==> config.mk <==
export PLATFORM = sky130hd
export DESIGN_NAME = ldl_round_mux
export DESIGN_NICKNAME = d
export VERILOG_FILES = /design/src/rtl/ldl_round_pkg.sv /design/src/rtl/ldl_skid2.sv /design/src/rtl/ldl_round_mux.sv
export SDC_FILE = /design/constraint.sdc
export NUM_CORES = 1
export LEC_CHECK = 0
export CORE_AREA = 2 2 126 128
export CTS_CLUSTER_DIAMETER = 100
export DETAILED_ROUTE_END_ITERATION = 12
export DIE_AREA = 0 0 128 130
export PLACE_DENSITY = 0.81
export SETUP_SLACK_MARGIN = 0.05
export SYNTH_ARGS = -nofsm -noshare
export SYNTH_HDL_FRONTEND = slang
export SYNTH_SLANG_ARGS = --single-unit
==> constraint.sdc <==
create_clock -name clk -period 3.4 [get_ports clk]
set_input_delay 0.34 -clock clk [delete_from_list [all_inputs] [get_ports clk]]
set_output_delay 0.34 -clock clk [all_outputs]
set_load 0.05 [all_outputs]
==> src/rtl/ldl_round_pkg.sv <==
// Shared types for the grant-driven round mux: skid-buffer entry layout and packet state.
package ldl_round_pkg;
  localparam int SKID_DEPTH = 2;
  localparam int RND_DATA_W = 32;
  localparam int RND_BIN_W  = 3;

  typedef enum logic {
    ST_IDLE,
    ST_BURST
  } pkt_state_t;

  typedef struct packed {
    logic [RND_DATA_W-1:0] data;
    logic [RND_BIN_W-1:0]  bin;
    logic                  first;
    logic                  last;
  } round_entry_t;
endpackage

==> src/rtl/ldl_skid2.sv <==
// Generic 2-entry registered skid buffer; head entry is a register so pop_data is glitch-free.
module ldl_skid2
  import ldl_round_pkg::*;
#(
  parameter type T = round_entry_t
) (
  input  logic clk,
  input  logic rst_n,
  input  logic push,
  input  T     push_data,
  output logic full,
  input  logic pop,
  output logic valid,
  output T     pop_data
);

  T           slot0;
  T           slot1;
  logic [1:0] count;
  logic       do_push;
  logic       do_pop;

  assign valid    = (count != 2'd0);
  assign full     = (count == 2'(SKID_DEPTH));
  assign do_push  = push & ~full;
  assign do_pop   = pop & valid;
  assign pop_data = slot0;

  // Push while full is blocked, so a simultaneous push/pop only occurs with one entry held.
  always_ff @(posedge clk) begin
    if (!rst_n) begin
      count <= 2'd0;
      slot0 <= '0;
      slot1 <= '0;
    end else begin
      case ({do_push, do_pop})
        2'b10: begin
          if (count == 2'd0) slot0 <= push_data;
          else               slot1 <= push_data;
          count <= count + 2'd1;
        end
        2'b01: begin
          slot0 <= slot1;
          count <= count - 2'd1;
        end
        2'b11: slot0 <= push_data;
        default: ;
      endcase
    end
  end

endmodule

==> src/rtl/ldl_round_mux.sv <==
// Grant-driven data mux feeding a 2-entry skid buffer. Define LDL_ROUND_MUX_PKT_EN to hold
// the grant for a whole packet; otherwise the grant is released every beat.
module ldl_round_mux
  import ldl_round_pkg::*;
#(
  parameter int BIN_WIDTH  = RND_BIN_W,
  parameter int REQ_WIDTH  = 1 << BIN_WIDTH,
  parameter int DATA_WIDTH = RND_DATA_W
) (
  input  logic                            clk,
  input  logic                            rst_n,
  input  logic                            grant_valid,
  input  logic [BIN_WIDTH-1:0]            grant_bin,
  output logic                            grant_ready,
  input  logic [REQ_WIDTH-1:0]            in_valid,
  input  logic [REQ_WIDTH*DATA_WIDTH-1:0] in_data,
  input  logic [REQ_WIDTH-1:0]            in_last,
  output logic [REQ_WIDTH-1:0]            in_ack,
  output logic                            out_valid,
  input  logic                            out_ready,
  output logic [DATA_WIDTH-1:0]           out_data,
  output logic [BIN_WIDTH-1:0]            out_bin,
  output logic                            out_first,
  output logic                            out_last
);

  logic                  full;
  logic                  take;
  logic                  sel_valid;
  logic                  sel_last;
  logic [DATA_WIDTH-1:0] sel_data;
  logic                  first;
  logic                  release_grant;
  round_entry_t          push_entry;
  round_entry_t          head;

  assign sel_valid = in_valid[grant_bin];
  assign sel_last  = in_last[grant_bin];
  assign sel_data  = in_data[grant_bin*DATA_WIDTH +: DATA_WIDTH];

  // Gating uses only the registered fill level, never out_ready.
  assign take        = grant_valid & sel_valid & ~full;
  assign in_ack      = take ? (REQ_WIDTH'(1) << grant_bin) : '0;
  assign grant_ready = take & release_grant;

`ifdef LDL_ROUND_MUX_PKT_EN
  pkt_state_t state;

  always_ff @(posedge clk) begin
    if (!rst_n) begin
      state <= ST_IDLE;
    end else if (take) begin
      state <= sel_last ? ST_IDLE : ST_BURST;
    end
  end

  assign first         = (state == ST_IDLE);
  assign release_grant = sel_last;
`else
  // Grants interleave channels beat by beat, so packet position is tracked per channel.
  logic [REQ_WIDTH-1:0] in_burst;

  always_ff @(posedge clk) begin
    if (!rst_n) begin
      in_burst <= '0;
    end else if (take) begin
      in_burst[grant_bin] <= ~sel_last;
    end
  end

  assign first         = ~in_burst[grant_bin];
  assign release_grant = 1'b1;
`endif

  always_comb begin
    push_entry       = '0;
    push_entry.data  = sel_data;
    push_entry.bin   = grant_bin;
    push_entry.first = first;
    push_entry.last  = sel_last;
  end

  ldl_skid2 #(
    .T(round_entry_t)
  ) u_skid (
    .clk      (clk),
    .rst_n    (rst_n),
    .push     (take),
    .push_data(push_entry),
    .full     (full),
    .pop      (out_ready),
    .valid    (out_valid),
    .pop_data (head)
  );

  assign out_data  = head.data;
  assign out_bin   = head.bin;
  assign out_first = head.first;
  assign out_last  = head.last;

endmodule

Yosys cells after proc, flatten, opt, wreduce, memory -nomap -nowiden

Index checks and enable logic that the tools add are counted.

Bits in registers: 84
Word-level logic and storage cells: 49

Add/subtract/negate cells: 2
Magnitude comparators: 2
Equality and inequality tests: 5
Shifts and indexed selects: 2
Mux-type cells: 13
Bitwise gates (word level): 8
Reductions and logical operators: 7

Operator list:

| kind                                                              | number |
|---|---|
| indexed part select 256 x 9 -> 32 bit                             | 1 |
| one-hot mux 37 bit (3 select lines)                               | 1 |
| two-way mux 37 bit                                                | 1 |
| binary-select mux 1 bit (select 3 bit)                            | 3 |
| bitwise mux 8 bit                                                 | 1 |
| two-way mux 8 bit                                                 | 1 |
| left shift 1 x 3 -> 8 bit, first input constant                   | 1 |
| equality test 2 bit, second input constant                        | 3 |
| bitwise AND 1 bit                                                 | 4 |
| less-than comparator 3 x 4 -> 1 bit, second input constant        | 1 |
| two-way mux 1 bit                                                 | 4 |
| NOT 1 bit                                                         | 4 |
| one-hot mux 2 bit (2 select lines)                                | 1 |
| AND reduction 2 bit                                               | 2 |
| nonzero test 2 bit                                                | 2 |
| demux 1 bit (select 3 bit)                                        | 1 |
| greater-or-equal comparator 3 x 1 -> 1 bit, second input constant | 1 |
| nonzero test 3 bit                                                | 1 |
| adder 2 x 1 -> 2 bit, second input constant                       | 1 |
| equality test 2 x 1 -> 1 bit, second input constant               | 1 |
| logical NOT 2 bit                                                 | 1 |
| != test 2 x 1 -> 1 bit, second input constant                     | 1 |
| subtractor 2 x 1 -> 2 bit, second input constant                  | 1 |
| logical AND 1 bit                                                 | 1 |

Logic depth before layout (Yosys ltp)

Gate-level depths: netlist of run 1.

Depth after elaboration: 8
Gate-level depth with buffers: 12
Depth with buffers taken out: 8

By module

Synthesis of run 1 repeated with hierarchy kept, for this count alone.

Cell total of the unflattened synthesis: 522
Area, all modules: 5844.4 sq um

By module, submodules not included:

| module        | instances | cells an instance | area each (sq um) |
|---|---|---|---|
| ldl_skid2     | 1         | 349               | 3308.2 |
| ldl_round_mux | 1         | 173               | 2536.2 |

Worst setup path before layout of run 1

OpenSTA, ideal clock, no wires.

Path kind: input to register
Start: in grant_bin[2]
End: reg u_skid.slot0 (netlist bit u_skid.pop_data[27])
Arrival: 3.097 ns
Data required time: 3.284 ns
Path slack: 0.187 ns
Stages: 12
Cells stage by stage: buf_4 -> nand2b_1 -> buf_2 -> o22ai_1 -> nor3_1 -> inv_1 -> ha_1 -> clkbuf_1 -> clkbuf_1 -> nand2_1 -> o211ai_1 -> o211a_1

Cells in the longest elaborated chain, start to end: 8
Elaborated cells on any way between the ends: 14
Those cells by class: eq/ne: 4; shift: 1; mux: 4; bitwise: 3; reduce/logical: 2

RTL lines:

| item                                                                                 | RTL line            | source |
|---|---|---|
| start: declaration                                                                   | ldl_round_mux.sv:13 | `input logic [BIN_WIDTH-1:0] grant_bin,` |
| binary-select mux 1 bit (select 3 bit) *                                             | ldl_round_mux.sv:37 | `assign sel_valid = in_valid[grant_bin];` |
| two-way mux 1 bit (not written as such) *                                            | ldl_round_mux.sv:37 |  |
| bitwise AND 1 bit * (2 in series)                                                    | ldl_round_mux.sv:42 | `assign take = grant_valid & sel_valid & ~full;` |
| named net grant_ready                                                                | ldl_round_mux.sv:14 | `output logic grant_ready,` |
| bitwise AND 1 bit *                                                                  | ldl_skid2.sv:25     | `assign do_push = push & ~full;` |
| equality test 2 bit / equality test 2 x 1 -> 1 bit (equally long branches)           | ldl_skid2.sv:36     | `case ({do_push, do_pop})` |
| != test 2 x 1 -> 1 bit (no source line) / nonzero test 3 bit (equally long branches) | --                  |  |
| AND reduction 2 bit (no source line)                                                 | --                  |  |
| end signal: assignment                                                               | ldl_skid2.sv:38     | `if (count == 2'd0) slot0 <= push_data;` |
| end signal: assignment                                                               | ldl_skid2.sv:43     | `slot0 <= slot1;` |
| end signal: assignment                                                               | ldl_skid2.sv:46     | `2'b11: slot0 <= push_data;` |
| end: declaration                                                                     | ldl_skid2.sv:17     | `T slot0;` |

Mark *: on every way through the listed nets, which the timed path passes. The rest lies on a longest branch. The select of a mux whose other input is x is not followed.
A chain may end at the register's enable or synchronous reset.

Worst setup path in the final report of run 1

Start: in grant_bin[0]
End: out in_ack[3]

Cells in the longest elaborated chain, start to end: 5
Elaborated cells on any way between the ends: 6
Those cells by class: shift: 1; mux: 3; bitwise: 2

RTL lines:

| item                                    | RTL line            | source |
|---|---|---|
| binary-select mux 1 bit (select 3 bit)  | ldl_round_mux.sv:37 |  |
| two-way mux 1 bit (not written as such) | ldl_round_mux.sv:37 |  |
| bitwise AND 1 bit (2 in series)         | ldl_round_mux.sv:42 |  |
| two-way mux 8 bit *                     | ldl_round_mux.sv:43 | `assign in_ack = take ? (REQ_WIDTH'(1) << grant_bin) : '0;` |
| end: declaration                        | ldl_round_mux.sv:18 | `output logic [REQ_WIDTH-1:0] in_ack,` |

Every way passes the cells marked *; elsewhere a longest branch is shown, timed or not. The select of a mux whose other input is x is not followed.

==> results of run 1 <==
cell type report:
cell class                      instances  share of cell area (%)
Sequential cell                        84                    17.6
Tap cell                              192                    2.51
Clock inverter                          7                   0.849
Timing Repair Buffer                  342                    36.1
Antenna cell                            2                  0.0522
Inverter                               15                   0.588
Multi-Input combinational cell        525                    40.0
Clock buffer                            9                    2.35
layer usage:
| layer | global-route usage [%] | vias to the layer above |
|---|---|---|
| li1 | - | 3159 |
| met1 | 36.0 | 2995 |
| met2 | 41.5 | 261 |
| met3 | 8.61 | 46 |
| met4 | 9.63 | 0 |
| met5 | 0 | - |
synth_stat cells (8+ instances only):
cell type / instances / area share, %
o211ai_1: 17 / 2.1
a21boi_0: 14 / 1.7
mux2_2: 44 / 8.2
clkbuf_1: 26 / 1.6
mux2i_1: 68 / 11
o211a_1: 10 / 1.7
o221ai_1: 9 / 1.3
o22ai_1: 16 / 1.7
a21oi_1: 27 / 2.2
nor2b_1: 28 / 2.9
dfxtp_1: 84 / 28
a22oi_1: 8 / 0.99
a32oi_1: 8 / 1.2
buf_2: 16 / 1.3
a211oi_1: 30 / 3.7
o21a_1: 10 / 1.2
nand2_1: 85 / 5.3
inv_1: 14 / 0.87
and2_1: 19 / 2.0
o22a_1: 15 / 2.2
o21ai_0: 47 / 3.9
o32ai_1: 13 / 1.9
buf_6: 13 / 2.4
cell usage in the layout (no fill, tap or decap), drive strengths merged, types with 2 or more instances in the layout:
| cell | n |
|---|---|
| a211o | 2 |
| a211oi | 32 |
| a21boi | 21 |
| a21oi | 27 |
| a22oi | 8 |
| a32oi | 8 |
| and2 | 19 |
| buf | 30 |
| clkbuf | 9 |
| clkdlybuf4s50 | 312 |
| clkinv | 2 |
| dfxtp | 84 |
| diode | 2 |
| ha | 2 |
| inv | 18 |
| mux2 | 46 |
| mux2i | 68 |
| nand2 | 86 |
| nand2b | 5 |
| nand3 | 2 |
| nor2 | 2 |
| nor2b | 28 |
| nor3 | 7 |
| nor4 | 4 |
| o211a | 10 |
| o211ai | 17 |
| o21a | 10 |
| o21ai | 49 |
| o221ai | 10 |
| o22a | 15 |
| o22ai | 17 |
| o2bb2ai | 7 |
| o32ai | 13 |
| or2 | 2 |
| xnor2 | 2 |
final timing paths:
path / cells past startpoint / end / startpoint / slack, ns
setup / recovery: 5 / in_ack[3] / grant_bin[0] / 0.62
hold / removal: 2 / u_skid.slot1[13] / u_skid.slot1[13] / 0.45
setup reg to reg: 8 / u_skid.slot1[9] / u_skid.count[1] / 1.10
hold reg to reg: 2 / u_skid.slot1[13] / u_skid.slot1[13] / 0.45
stage by stage:
stage / utilization, % / total power, mW / instances
floorplan: - / 3.04 / 696
global placement: 60.1 / 3.96 / 1158
detailed placement: 60.1 / 3.97 / 1158
CTS: 62.1 / 4.99 / 1174
global route: 62.1 / 5.23 / 1175
finish: 62.1 / 4.99 / 1176
worst max-delay path, cell delays in order:
cell and delay (ns):
buf_2 0.40, buf_4 0.41, nand2_2 0.50, nor4_2 0.56, buf_12 0.21
power by group through the flow:
stage,clock (mW),sequential (mW),combinational [mW]
after global routing,1.06,1.42,2.75
final,1.01,1.39,2.59
after detailed placement,0,1.41,2.57
after CTS,1.01,1.39,2.59
after global placement,0,1.41,2.55
after floorplan,0,1.98,1.06
cells by family (layout without fill, tap and decap cells):
family	after synthesis	in the layout	synth area share (%)
XOR/XNOR	2	2	0.290
adder cells (fa/ha/maj)	2	2	0.414
other	0	2	0
flip-flops	84	84	27.8
buffers and inverters	87	373	9.05
AO/OA/AOI/OAI	249	249	29.6
multiplexers	114	114	19.8
AND/OR/NAND/NOR	158	158	13.0
flip-flops by register name (all words and copies together) (netlist names):
signal / cells
in_burst: 8
u_skid.count: 2
u_skid.pop_data: 37
u_skid.slot1: 37
==> summary.md, run 1 <==
## Logic synthesis
- Top FF cell, synth: dfxtp_1
- synthesis-stage register bit count: 84
- number of flops mapped to enable cells by yosys: 0
- post-synthesis async set-or-reset flop share: 0%
- synthesized net count: 977
- sequential area share after synthesis: 27.8%
- mean cell area of the mapped netlist: 8.68 um^2
- post-synthesis cell count: 696
- Post-Syn Area: 6040 um^2
- Yosys cell types: 54
- yosys warns: 0

## Pwr
- cell-internal power: 2.88 mW
- proportion of power drawn by combinational gates: 51.9%
- Sequential Power Share: 27.9%
- IR drop worst, VDD: 0.511 mV
- Sw Ratio: 42.2%
- pwr/cell area: 521 nW/um^2
- switching power: 2.11 mW
- clock network fraction of total power: 20.2%
- leakage: 3.50 nW

## Critical path
- largest driver fanout on the critical path: 35
- type of the setup path with the least slack: in -> out
- startpoint class of the critical path: primary input
- worst path required time: 3.06 ns
- crit path capture type: output port
- data arrival time at the worst-slack endpoint: 2.44 ns

## Placed design
- Post-Place Worst Slack: 0.582 ns
- HPWL Detailed: 18600 um
- Port Buffer Count: 325
- Placement Cell Area: 9270 um^2
- global placement routability congestion: 0.834

## Clock tree
- clock tree from TritonCTS: built
- clk sinks: 84
- CTS max path bufs: 2
- postcts setup bufs: 0
- number of levels in the clock H-tree: 3
- number of buffers inserted for hold repair after clock tree synthesis: 0
- buffer cell driving the clock tree root: clkbuf_16
- Inserted Clock Buffers: 9
- clock slew seen by the registers of the worst setup and hold paths: 0.06 ns
- Resized Gates After CTS: 0
- latest clock arrival within the worst-skew pair: 0.34 ns

## STA
- worst hold slack: 0.454 ns
- setup TNS after final layout: 0 ns
- number of pins with negative max-slew slack in the final report: 0
- worst slew slack as a fraction of its limit: 45.6%
- share of the cycle needed by the critical path after routing: 81.8%
- final hold violations: 0
- post-layout minimum cycle time: 2.78 ns
- slew at the pin closest to its max-slew limit: 0.807 ns
- worst clock skew on the final layout: 0.0130 ns
- endpoints failing setup: 0
- RSZ-0062 raised after global routing: no
- timing-limited maximum frequency: 360 MHz
- crit path setup slack, layout: 0.619 ns

## Die
- Starting Density: 39.2%
- x dimension of the die: 128 um
- height of the die: 130 um
- placeable core region: 15400 um^2
- count of standard-cell rows: 46
- total I/O pin count: 326
- area of the die: 16600 um^2

## Layout
- # fillers: 1339
- area occupied by multi-input gates: 3840 um^2
- sequential standard cell area: 1680 um^2
- ratio of cells with drive above 1 in the final layout: 10.7%
- count of nets after finishing: 1258
- P&R area growth vs syn: 58.6%
- post-route design area: 9580 um^2

## Detailed routing
- average wire per cell in the routed design: 20.5 um
- metal1 wirelength: 10500 um
- Top Layer Used: met4
- number of DRC markers after the initial detailed-route iteration: 521
- met2 wirelength from detailed routing: 10700 um
- via count: 6461
- number of remaining DRC errors: 0
- met3 wire length: 2280 um
- DRT antenna net count: 0
- Pre-antenna DRT Iters: 7
- vias per cell: 5.49
- sum of routed wire length over all layers: 24100 um

## Global route
- Global Route Usage Sum: 27.1%
- pin count of the biggest net entering global routing: 75
- initial antenna violation count: 2
- number of global-route vias before repair: 6132
- total overflow reported by the global router: 0
- wire length of the first global-routing pass: 34700 um

## Run
- Max-cap violations: 0

## Status
- run status: completed

## Min path
- class of the tightest hold or removal check: reg -> reg

No activity file was read; power rests on OpenSTA's default activity.
==> run 2: changes to the inputs <==
--- a/config.mk
+++ b/config.mk
@@ -5,11 +5,10 @@
 export SDC_FILE = /design/constraint.sdc
 export NUM_CORES = 1
 export LEC_CHECK = 0
-export CORE_AREA = 2 2 126 128
+export CORE_UTILIZATION = 36
 export CTS_CLUSTER_DIAMETER = 100
 export DETAILED_ROUTE_END_ITERATION = 12
-export DIE_AREA = 0 0 128 130
-export PLACE_DENSITY = 0.81
+export PLACE_DENSITY = 0.78
 export SETUP_SLACK_MARGIN = 0.05
 export SYNTH_ARGS = -nofsm -noshare
 export SYNTH_HDL_FRONTEND = slang
==> constraint.sdc (replaced) <==
create_clock -name clk -period 2.2 [get_ports clk]
set_input_delay 0.22 -clock clk [delete_from_list [all_inputs] [get_ports clk]]
set_output_delay 0.22 -clock clk [all_outputs]
set_load 0.05 [all_outputs]
==> run 2 against run 1 <==
Compared with the run above:
- global-route usage is 0.87 points higher
- die area is 4.0% higher
- via count is 3.3% higher
- routed wire length is 2.0% higher
- non-clock buffer count is 51 higher
- sequential share of layout area is 0.97 points lower
- clock skew is 0.0077 ns lower
- worst setup slack worse by 0.50 ns
- largest cell class unchanged
- count of clock-buffer cells in the layout is 2 higher
- sequential power is 55% higher
- core utilization is 0.83 points higher
==> summary.md, run 2 (synthesized netlist as in run 1, its figures left out) <==
## Placed design
- global placement routability congestion: 0.879, was 0.834
- Port Buffer Count: 325, unchanged
- HPWL Detailed: 19400 um, was 18600 um
- Placed Cells incl. Taps: 1233, was 1158

## Clock tree
- number of levels in the clock H-tree: 3, unchanged
- clock slew seen by the registers of the worst setup and hold paths: 0.06 ns, about the same
- buffer cell driving the clock tree root: clkbuf_16, unchanged
- CTS max path bufs: 2, unchanged
- Inserted Clock Buffers: 9, unchanged
- latest clock arrival within the worst-skew pair: 0.34 ns, about the same
- clock tree from TritonCTS: built, unchanged
- clk sinks: 84, unchanged
- postcts setup bufs: 0, unchanged

## STA
- slew at the pin closest to its max-slew limit: 0.560 ns, was 0.807 ns
- share of the cycle needed by the critical path after routing: 94.8%
- final hold violations: 0, unchanged
- RSZ-0062 raised after global routing: no, unchanged
- worst slew slack as a fraction of its limit: 62.4%, was 45.6%
- endpoints failing setup: 0, unchanged
- number of pins with negative max-slew slack in the final report: 0, unchanged
- setup TNS after final layout: 0 ns, unchanged
- post-layout minimum cycle time: 2.08 ns
- worst clock skew on the final layout: 0.00534 ns, was 0.0130 ns
- timing-limited maximum frequency: 480 MHz

## Global route
- wire length of the first global-routing pass: 37600 um, was 34700 um
- initial antenna violation count: 3, was 2
- number of global-route vias before repair: 6452, was 6132
- pin count of the biggest net entering global routing: 61, was 75
- total overflow reported by the global router: 0, unchanged
- Global Route Usage Sum: 27.9%, was 27.1%

## Layout
- final cell count without fillers: 1250, was 1176
- most common cell after layout, fill and taps aside: clkdlybuf4s50_1, unchanged
- P&R area growth vs syn: 67.9%, was 58.6%
- ratio of cells with drive above 1 in the final layout: 15.8%, was 10.7%
- top library cells by usage in the layout, fill and taps aside: clkdlybuf4s50_1, nand2_1, dfxtp_1, mux2i_1, buf_4, was clkdlybuf4s50_1, nand2_1, dfxtp_1, mux2i_1, o21ai_0
- count of nets after finishing: 1309, was 1258

## Status
- run status: completed, unchanged

## Die
- height of the die: 132 um, was 130 um
- count of standard-cell rows: 46, unchanged
- placeable core region: 16100 um^2, was 15400 um^2
- x dimension of the die: 132 um, was 128 um
- area of the die: 17300 um^2, was 16600 um^2
- total I/O pin count: 326, unchanged
- Starting Density: 37.5%, was 39.2%

## Detailed routing
- number of remaining DRC errors: 0, unchanged
- vias per cell: 5.34, was 5.49
- average wire per cell in the routed design: 19.6 um, was 20.5 um
- via count: 6676, was 6461
- Pre-antenna DRT Iters: 8, was 7
- number of DRC markers after the initial detailed-route iteration: 440, was 521
- sum of routed wire length over all layers: 24600 um, was 24100 um
- DRT antenna net count: 0, unchanged

## Pwr
- IR drop worst, VDD: 0.842 mV, was 0.511 mV
- leakage: 3.78 nW, was 3.50 nW
- pwr/cell area: 788 nW/um^2, was 521 nW/um^2

## Critical path
- type of the setup path with the least slack: reg -> out, was in -> out
- depth of the worst register-to-register path: 8, unchanged
- largest incremental delay on the critical path: 0.84 ns, was 0.56 ns
- reg-to-reg slack, setup: 0.22 ns, was 1.10 ns
- crit path capture type: output port, unchanged
- data arrival time at the worst-slack endpoint: 1.86 ns, was 2.44 ns
- worst path required time: 1.98 ns, was 3.06 ns
- largest driver fanout on the critical path: 5, was 35
- crit path cell chain: nor2_1, inv_1, clkdlybuf4s50_1, was buf_2, buf_4, nand2_2, nor4_2, buf_12
- startpoint class of the critical path: flip-flop, was primary input
- CP max stage cell: clkdlybuf4s50_1, was nor4_2

## Min path
- class of the tightest hold or removal check: in -> reg, was reg -> reg
- count of cells along the worst hold path: 3, was 2

## Run
- Max-cap violations: 0, unchanged

run 2: final timing paths:
path                                        from                to
worst max-delay path             u_skid.count[0]         out_valid
worst min-delay path                grant_bin[2]   u_skid.slot1[4]
worst max register to register   u_skid.count[1]   u_skid.count[1]
worst min register to register  u_skid.slot1[14]  u_skid.slot1[14]
run 2: timing repair:
action | 4_1_cts | 5_1_grt
hold buffers | 0 | 0
endpoints found under the setup margin | 5 | 16
endpoints found under the hold margin | 0 | 0
gates cloned | 0 | 0
gates resized for setup | 2 | 5
run 2: per-layer routing:
metal / vias to the layer above / wire length, um / global-route usage [%]
li1: 3265 / - / -
met1: 3117 / 11200 / 37.6
met2: 248 / 11100 / 43.8
met3: 42 / 1580 / 6.02
met4: 4 / 637 / 9.69
met5: - / 22 / 0
run 2: final cells by class:
type | instances | area, um^2
clock buffer | 11 | 233
antenna | 1 | 2.50
sequential | 84 | 1680
multi-input combinational | 525 | 3940
fill | 1365 | 5970
tap | 216 | 270
clock inverter | 5 | 61.3
timing repair buffer | 393 | 3900
inverter | 15 | 56.3
run 2: report_power, final:
part | internal (mW) | switching [mW]
registers | 1.91 | 0.231
clock network | 0.884 | 0.620
logic | 1.90 | 2.44
total | 4.70 | 3.29
run 2: stage by stage:
| stage | setup slack (ns) | utilization [%] | area (um^2) | total power [mW] | hold WS [ns] |
|---|---|---|---|---|---|
| 3_3_place_gp | -0.0775 | 60.9 | 9810 | 6.42 | 0.440 |
| 4_1_cts | 0.0931 | 62.7 | 10100 | 7.99 | 0.264 |
| 2_1_floorplan | -0.177 | - | 6170 | 4.77 | 0.435 |
| 6_report | 0.115 | 63.0 | 10100 | 7.99 | 0.269 |
| 3_5_place_dp | -0.159 | 60.9 | 9810 | 6.46 | 0.447 |
| 5_1_grt | 0.0762 | 63.0 | 10100 | 8.39 | 0.298 |
run 2: worst max-delay path, delay by kind of cell, from the launching register on:
kind	cells	cell delay (ns)
and+or+nand+nor	1	0.14
buffers and inverters	2	0.91
DFF	1	0.47
